## config.mk

```make
export PLATFORM = sky130hd
export DESIGN_NAME = vdip_conditioner
export DESIGN_NICKNAME = d
export VERILOG_FILES = /design/src/rtl/vdip_pkg.sv /design/src/rtl/vdip_debounce_bit.sv /design/src/rtl/vdip_conditioner.sv
export SDC_FILE = /design/constraint.sdc
export NUM_CORES = 1
export LEC_CHECK = 0
export CAP_MARGIN = 20
export CORE_MARGIN = 10
export CORE_UTILIZATION = 26
export DETAILED_ROUTE_END_ITERATION = 7
export HOLD_SLACK_MARGIN = 0.08
export PLACE_DENSITY = 0.5
export RECOVER_POWER = 100
export SLEW_MARGIN = 20
export SYNTH_ARGS = -nofsm -noshare
export SYNTH_HDL_FRONTEND = slang
export SYNTH_SLANG_ARGS = --single-unit
```

## constraint.sdc

```tcl
create_clock -name clk -period 5.7 [get_ports clk]
set_input_delay 0.855 -clock clk [delete_from_list [all_inputs] [get_ports clk]]
set_output_delay 0.855 -clock clk [all_outputs]
set_load 0.005 [all_outputs]
```

## src/rtl/vdip_pkg.sv

```systemverilog
// rtl/vdip_pkg.sv - shared widths, defaults and counter sizing for the DIP conditioner
package vdip_pkg;

  localparam int VDIP_W           = 16;
  localparam int DEBOUNCE_DEFAULT = 1024;

  // Counter must hold DEBOUNCE_CYCLES-1; never narrower than one bit.
  function automatic int cnt_width(input int cycles);
    return ($clog2(cycles) < 1) ? 1 : $clog2(cycles);
  endfunction

endpackage

```

## src/rtl/vdip_debounce_bit.sv

```systemverilog
// rtl/vdip_debounce_bit.sv - one DIP bit: 2-flop synchronizer, stability counter, accepted level, edge pulses
module vdip_debounce_bit
  import vdip_pkg::*;
#(
  parameter int DEBOUNCE_CYCLES = DEBOUNCE_DEFAULT
) (
  input  logic clk,
  input  logic reset,
  input  logic raw,
  output logic level,
  output logic rise,
  output logic fall,
  output logic accept
);

  localparam int             CW      = cnt_width(DEBOUNCE_CYCLES);
  localparam logic [CW-1:0]  CNT_MAX = CW'(DEBOUNCE_CYCLES - 1);

  logic          sync1;
  logic          sync2;
  logic [CW-1:0] count;

  // Acceptance is decided combinationally so the top can register its OR in step with the pulse flops.
  assign accept = (sync2 != level) && (count == CNT_MAX);

  always_ff @(posedge clk or negedge reset) begin
    if (!reset) begin
      sync1 <= 1'b0;
      sync2 <= 1'b0;
      count <= '0;
      level <= 1'b0;
      rise  <= 1'b0;
      fall  <= 1'b0;
    end else begin
      sync1 <= raw;
      sync2 <= sync1;
      if (sync2 == level || accept) begin
        count <= '0;
      end else begin
        count <= count + CW'(1);
      end
      if (accept) begin
        level <= sync2;
      end
      rise <= accept & sync2;
      fall <= accept & ~sync2;
    end
  end

endmodule

```

## src/rtl/vdip_conditioner.sv

```systemverilog
// rtl/vdip_conditioner.sv - per-bit debounce of the shell DIP switches into the core's vdip input
module vdip_conditioner
  import vdip_pkg::*;
#(
  parameter int WIDTH           = VDIP_W,
  parameter int DEBOUNCE_CYCLES = DEBOUNCE_DEFAULT
) (
  input  logic             clk,
  input  logic             reset,
  input  logic [WIDTH-1:0] dip_raw,
  output logic [WIDTH-1:0] vdip,
  output logic [WIDTH-1:0] vdip_rise,
  output logic [WIDTH-1:0] vdip_fall,
  output logic             vdip_changed
);

  logic [WIDTH-1:0] accept;

  for (genvar i = 0; i < WIDTH; i++) begin : g_bit
    vdip_debounce_bit #(
      .DEBOUNCE_CYCLES(DEBOUNCE_CYCLES)
    ) u_bit (
      .clk    (clk),
      .reset  (reset),
      .raw    (dip_raw[i]),
      .level  (vdip[i]),
      .rise   (vdip_rise[i]),
      .fall   (vdip_fall[i]),
      .accept (accept[i])
    );
  end

  // Registering the OR of the accept strobes lines vdip_changed up with the pulse flops.
  always_ff @(posedge clk or negedge reset) begin
    if (!reset) begin
      vdip_changed <= 1'b0;
    end else begin
      vdip_changed <= |accept;
    end
  end

endmodule
```

Word-level counts from Yosys, hierarchy flattened. Index checks and enable logic that the tools add are counted.

Add/subtract/negate cells: 16. Eq/ne operators: 48. Muxes and demuxes: 16. Bitwise operators: 48. Reduce and logical (&&, ||, !) cells: 33.

Operators by type and width (number): 10-bit by 1-bit adder with 10-bit output (second input constant) (16); 10-bit == test (second input constant) (16); 10-bit 2-to-1 mux (16); 1-bit AND (32); 1-bit == test (16); 1-bit logical AND (16); 1-bit logical OR (16); 1-bit inequality test (16); 1-bit inverter (16); 16-bit OR reduction (1).

Register bits: 241. Output and inout port bits: 49. Word-level logic and storage cells: 258.

Longest topological paths before layout. Gate-level depths: netlist of the first run.

Depth in word-level cells: 4. Gate-level depth with buffers: 6. Gate-level depth less buffers: 6.

Modules after synthesis. A second synthesis of the first run with hierarchy kept.

Cell total of the unflattened synthesis: 934. Area, all modules: 10566.4 um^2.

Modules (own cells, without submodules): vdip_debounce_bit (instances 16, cells each 58, area each 656.9 um^2, seq. area each 375.4 um^2); vdip_conditioner (instances 1, cells each 6, area each 56.3 um^2, seq. area each 25.0 um^2).

Worst setup path before layout of the first run. Ideal clock, no wire load.

Path type: reg2reg. Start: reg g_bit[9].u_bit.count[0]. End: reg vdip_changed. Setup time: 0.138 ns. Data arrival time: 1.681 ns. Required time: 5.562 ns. Path slack: 3.880 ns. Cell stages (with the launch flop): 7. Clock period less this slack: 1.820 ns. Cells stage by stage: dfrtp_1 ha_1 and3_2 nand4_2 o221a_1 o2111ai_1 or4_1.

Word-level cells in the longest chain between the ends: 3.

RTL lines: start: declaration (line vdip_debounce_bit.sv:21) `logic [CW-1:0] count;`; start signal: assignment (line vdip_debounce_bit.sv:40) `count <= count + CW'(1);`; 10-bit == test (line vdip_debounce_bit.sv:24) `assign accept = (sync2 != level) && (count == CNT_MAX);`; 1-bit logical AND (line vdip_debounce_bit.sv:24); 16-bit OR reduction (line vdip_conditioner.sv:38) `vdip_changed <= |accept;`; end signal: assignment (line vdip_conditioner.sv:38); end: declaration (line vdip_conditioner.sv:14) `output logic vdip_changed`.

Every way passes these cells. A chain may end at the register's enable or synchronous reset.

==> flow_metrics.py, run 1 <==
metrics = {
    "timing": {
        "hold_viol": 0,
        "fin_tns_setup_ns": 0,
        "period_needed_ns": 2.76,
        "rsz0062_at_grt": "false",
        "maxSlewHeadroom_pct": -74.8,
        "fin_skew_ns": 0.0288,
        "worst_pin_slew_ns": 2.62,
        "fin_hold_ws_ns": 0.347,
        "finalSetupViolations": 0,
        "report.final.slew_viol_count": 103,
        "fmax_mhz": 362,
        "period_share_pct": 48.5,
    },
    "pwr": {
        "leakage_nw": 5.45,
        "max-vdd-ir-drop_v": 0.000285,
        "power_density_nw_per_um2": 314,
        "fin_total_pwr_w": 0.00384,
    },
    "grt": {
        "grt_usage_pct": 7.95,
        "grt_pass1_wl_um": 32000,
        "grt_overflow": 0,
        "antenna_found_initial": 0,
        "grt_pass1_vias": 6333,
        "grt_max_degree": 140,
    },
    "clocking": {
        "cts_buffers": 28,
        "cts_hold_buffers": 0,
        "cts_tree": "built",
        "postCtsSetupBuffers": 0,
        "post_cts_resized": 0,
        "cts-root-buf": "clkbuf_16",
        "clk_pin_slew_ns": 0.06,
        "insertion_delay_ns": 0.56,
        "clk_path_buf_depth": 3,
        "htree_levels": 1,
        "cts.sinks": 241,
    },
    "run_status": {
        "status": "finished with violations",
        "failed_checks": "max-capacitance violations, max-slew violations",
    },
    "floorplan": {
        "initial_core_util_pct": 26.2,
        "die_area_sq_um": 48400,
        "dieWidth_um": 220,
        "core_sq_um": 39600,
        "die_height_um": 220,
        "io_pins": 67,
        "num_rows": 73,
    },
    "setup_path": {
        "critPathMaxStageDelay_ns": 1.77,
        "crit_chain": "clkbuf_2 -> buf_12",
        "path_buf_inv": 2,
        "worstPathRequired_ns": 6.29,
        "worst-path-max-fanout": 139,
        "start_kind": "primary input",
        "crit_family": "buffers and inverters",
        "crit_path_start": "reset",
        "arrival_ns": 3.36,
        "end_kind": "async pin",
        "worstSetupPathType": "in -> async",
        "r2r_start": "g_bit[9].u_bit.count[0]",
        "slowest_stage": "clkbuf_2",
        "reg2reg_slack_ns": 3.63,
    },
    "drt": {
        "drt_iter0_drc": 262,
        "drtAntennaViolNets": 0,
        "wire_per_inst_um": 12.4,
        "wl_um": 18700,
        "viasPerCell": 4.09,
        "vias": 6179,
        "first_pass_iters": 4,
        "drc": 0,
    },
    "logic_synthesis": {
        "synth-seq-cells": 241,
        "synth_edf_count": 0,
        "synth-async-reset-ratio_pct": 100,
        "syn-instance-count": 936,
        "synthFlopType": "dfrtp_1",
        "syn_avg_cell_area_sq_um": 11.1,
        "seq_area_frac_synth_pct": 58.0,
        "synth_nets": 970,
        "ys_types": 43,
        "netlist_area_sq_um": 10400,
        "ys_warn_count": 0,
    },
    "hold_path": {
        "min_from": "g_bit[3].u_bit.sync1",
        "hold_class": "reg -> reg",
    },
    "finish": {
        "antenna_cells": 0,
        "final_cell_area_sq_um": 12200,
        "nNetsFinal": 999,
        "nFillCells": 4086,
        "synthToLayoutAreaGrowth_pct": 17.6,
        "drive_gt1_share_pct": 7.20,
        "stdcell_count": 1511,
    },
    "place": {
        "hpwl_um": 12500,
        "placed_cell_area_sq_um": 11300,
        "dpl.cell_count": 1460,
        "place.gp.congestion": 0.754,
        "io_buffers": 66,
    },
    "run": {
        "drv_cap": 1,
    },
}
==> worst paths after layout <==
path,to,cells past startpoint
setup / recovery,g_bit[13].u_bit.sync1,2
hold / removal,g_bit[3].u_bit.sync2,0
setup reg to reg,vdip_changed,6
hold reg to reg,g_bit[3].u_bit.sync2,0
max in group clk,vdip[1],1
min in group asynchronous,g_bit[10].u_bit.sync1,1
==> cells by family (layout without fill, tap and decap cells) <==
logic type,after synthesis,after routing,share of synthesized area [%]
buffers and inverters,96,146,5.49
DFF,241,241,58.0
adders and majority gates,16,16,1.93
and+or+nand+nor,407,407,19.8
muxes,16,16,1.73
xor gates and xnor gates,136,136,11.5
AOI/OAI and AO/OA,24,24,1.47
==> cell usage after synthesis (14+ instances only) <==
master | number | area share (%)
inv_1 | 28 | 1.0
nor3b_1 | 33 | 2.4
nand4_1 | 27 | 1.6
nor2_1 | 177 | 6.4
nand3_1 | 60 | 2.9
mux2_2 | 14 | 1.5
xor2_1 | 71 | 6.0
and3_1 | 20 | 1.2
nand2_1 | 36 | 1.3
ha_1 | 16 | 1.9
buf_4 | 48 | 3.5
dfrtp_1 | 241 | 58
xnor2_1 | 64 | 5.4
==> sequential cells by signal (all words and copies together), names as in the netlist <==
signal,count
g_bit.u_bit.count,160
g_bit.u_bit.fall,16
g_bit.u_bit.level,16
g_bit.u_bit.rise,16
g_bit.u_bit.sync1,16
g_bit.u_bit.sync2,16
vdip_changed,1
==> per-stage QoR <==
stage / worst slack (ns) / utilization, %
4_1_cts: 3.24 / 31.0
2_1_floorplan: 3.88 / -
6_report: 2.94 / 30.8
5_1_grt: 2.36 / 30.8
3_3_place_gp: 3.48 / 28.4
3_5_place_dp: 3.48 / 28.4
==> layout by cell type (no fill, tap or decap), types with 16 or more instances in the layout <==
cell type      count
dlygate4sd3_1     65
clkbuf_16         28
and3_1            20
dfrtp_1          241
nand3_1           61
xor2_1            71
nor2_1           177
nand2_1           36
xnor2_1           64
nor3b_1           33
nand4_1           31
ha_1              16
inv_1             28
==> cell type report <==
type | instances | area (sq um) | area share, %
multi-input cells | 599 | 3740 | 30.6
clock buffers | 37 | 795 | 6.50
well taps | 525 | 657 | 5.37
flip-flops and latches | 241 | 6030 | 49.3
inverters | 28 | 105 | 0.860
repair buffers | 67 | 676 | 5.53
clock inverters | 14 | 223 | 1.82
==> layer usage <==
layer	part of all wire (%)	up-vias	GRT usage [%]
li1	-	3114	-
met1	49	2956	10.7
met2	44	76	12.2
met3	4.6	33	1.99
met4	2.6	0	2.72
met5	0	-	0
==> where the power goes <==
group | internal, W | switching (W) | total [W] | leakage (nW)
clock network | 0.00121 | 0.000720 | 0.00193 | 0.494
logic | 0.0000435 | 0.0000801 | 0.000124 | 1.71
registers | 0.00175 | 0.0000351 | 0.00179 | 3.25
total | 0.00300 | 0.000835 | 0.00384 | 5.45
No activity file was read; power rests on OpenSTA's default activity.
==> run 2, diff against run 1 <==
- clock period: 5.7 -> 2.82 ns (I/O delays scaled with it)
==> flow_metrics.py, run 2 (synthesized netlist as in run 1, its figures left out) <==
metrics = {
    "drt": {
        "wl_um": 18700,
        "drtAntennaViolNets": 0,
        "vias": 6236,
        "drc": 0,
        "first_pass_iters": 4,
        "viasPerCell": 4.11,
        "wire_per_inst_um": 12.3,
        "drt_iter0_drc": 287,
    },
    "setup_path": {
        "arrival_ns": 2.50,
        "end_kind": "flip-flop",
        "critPathMaxStageDelay_ns": 0.47,
        "path_buf_inv": 0,
        "slowest_stage": "or4_1",
        "worstSetupPathType": "reg -> reg",
        "worstPathRequired_ns": 3.24,
        "worst-path-max-fanout": 5,
        "crit_family": "simple AND/OR/NAND/NOR gates",
        "crit_chain": "ha_1 -> and3_2 -> nand4_1 -> o221a_1 -> o2111ai_1 -> or4_1",
        "start_kind": "flip-flop",
    },
    "floorplan": {
        "dieWidth_um": 220,
        "initial_core_util_pct": 26.2,
        "io_pins": 67,
        "die_height_um": 220,
        "die_area_sq_um": 48400,
        "num_rows": 73,
        "core_sq_um": 39600,
    },
    "finish": {
        "layout_commonest_cell": "dfrtp_1",
        "nNetsFinal": 1004,
        "final_cell_mix": "dfrtp_1 (241), nor2_1 (177), xor2_1 (71)",
        "largest_reg_flops": 160,
        "antenna_cells": 0,
        "drive_gt1_share_pct": 7.76,
        "synthToLayoutAreaGrowth_pct": 18.4,
        "top_register": "g_bit.u_bit.count",
        "stdcell_count": 1517,
    },
    "timing": {
        "fin_hold_ws_ns": 0.347,
        "fin_tns_setup_ns": 0,
        "hold_viol": 0,
        "rsz0062_at_grt": "false",
        "period_share_pct": 73.7,
        "worst_pin_slew_ns": 1.72,
        "report.final.slew_viol_count": 61,
        "setup_slack_ns": 0.743,
        "fin_skew_ns": 0.0191,
        "period_needed_ns": 2.08,
        "maxSlewHeadroom_pct": -15.0,
        "finalSetupViolations": 0,
        "fmax_mhz": 481,
    },
    "clocking": {
        "htree_levels": 1,
        "cts_tree": "built",
        "cts_buffers": 29,
        "clk_path_buf_depth": 3,
        "clk_pin_slew_ns": 0.06,
        "insertion_delay_ns": 0.55,
        "postCtsSetupBuffers": 0,
        "cts-root-buf": "clkbuf_16",
        "cts.sinks": 241,
    },
    "pwr": {
        "max-vdd-ir-drop_v": 0.000344,
        "fin_total_pwr_w": 0.00784,
        "power_density_nw_per_um2": 637,
        "leakage_nw": 5.51,
    },
    "hold_path": {
        "hold_class": "reg -> reg",
    },
    "grt": {
        "grt_pass1_vias": 6448,
        "grt_usage_pct": 7.95,
        "grt_overflow": 0,
        "grt_pass1_wl_um": 32400,
        "antenna_found_initial": 1,
        "grt_max_degree": 80,
    },
    "run": {
        "drv_cap": 1,
    },
    "place": {
        "io_buffers": 66,
        "place.gp.congestion": 0.760,
        "dpl.cell_count": 1463,
        "hpwl_um": 12600,
        "dp_slack_ns": 0.796,
    },
    "run_status": {
        "failed_checks": "max-capacitance violations, max-slew violations",
        "status": "finished with violations",
    },
}
==> run 2: area by class of cell <==
class                      instances  area [sq um]
clock buffer                      39           833
clock inverter                    14           206
fill                            4101         27300
inverter                          28           105
multi-input combinational        599          3740
sequential                       241          6030
tap                              525           657
timing repair buffer              71           733
==> run 2: layer usage <==
metal  up-vias  GRT usage [%]  wire length (um)
li1       3108              -                 -
met1      3008           10.7              9080
met2        86           12.3              8280
met3        32           1.85               820
met4         2           2.60               463
met5         -              0                13
==> run 2: final timing paths <==
kind / start / endpoint / slack [ns] / depth (start not counted)
worst max-delay path: g_bit[9].u_bit.count[0] / vdip_changed / 0.74 / 6
worst min-delay path: g_bit[0].u_bit.sync1 / g_bit[0].u_bit.sync2 / 0.35 / 0
worst max register to register: g_bit[9].u_bit.count[0] / vdip_changed / 0.74 / 6
worst min register to register: g_bit[0].u_bit.sync1 / g_bit[0].u_bit.sync2 / 0.35 / 0
max in group asynchronous: reset / g_bit[13].u_bit.sync2 / 0.77 / 3
min in group asynchronous: reset / g_bit[0].u_bit.level / 0.90 / 2
==> run 2: what timing repair did <==
item                       CTS  global route
hold buffers                 1             0
setup endpoints to repair    0             0
hold endpoints to repair    60             0
resized for setup            0             0
==> run 2: worst register-to-register path, cell delays in order, from the launching register on <==
cell and delay (ns):
dfrtp_1 0.40, ha_1 0.27, and3_2 0.23, nand4_1 0.18
o221a_1 0.29, o2111ai_1 0.12, or4_1 0.47
==> run 2: per-stage QoR <==
stage	util, %	cell area, sq um
floorplan	-	10400
global placement	28.6	11300
detailed placement	28.6	11300
CTS	31.2	12400
global route	31.0	12300
finish	31.0	12300
==> run 2: report_power, final <==
group / switching [W] / total (W) / internal [W]
clock network: 0.00145 / 0.00397 / 0.00252
registers: 0.0000705 / 0.00361 / 0.00354
logic: 0.000162 / 0.000258 / 0.0000961
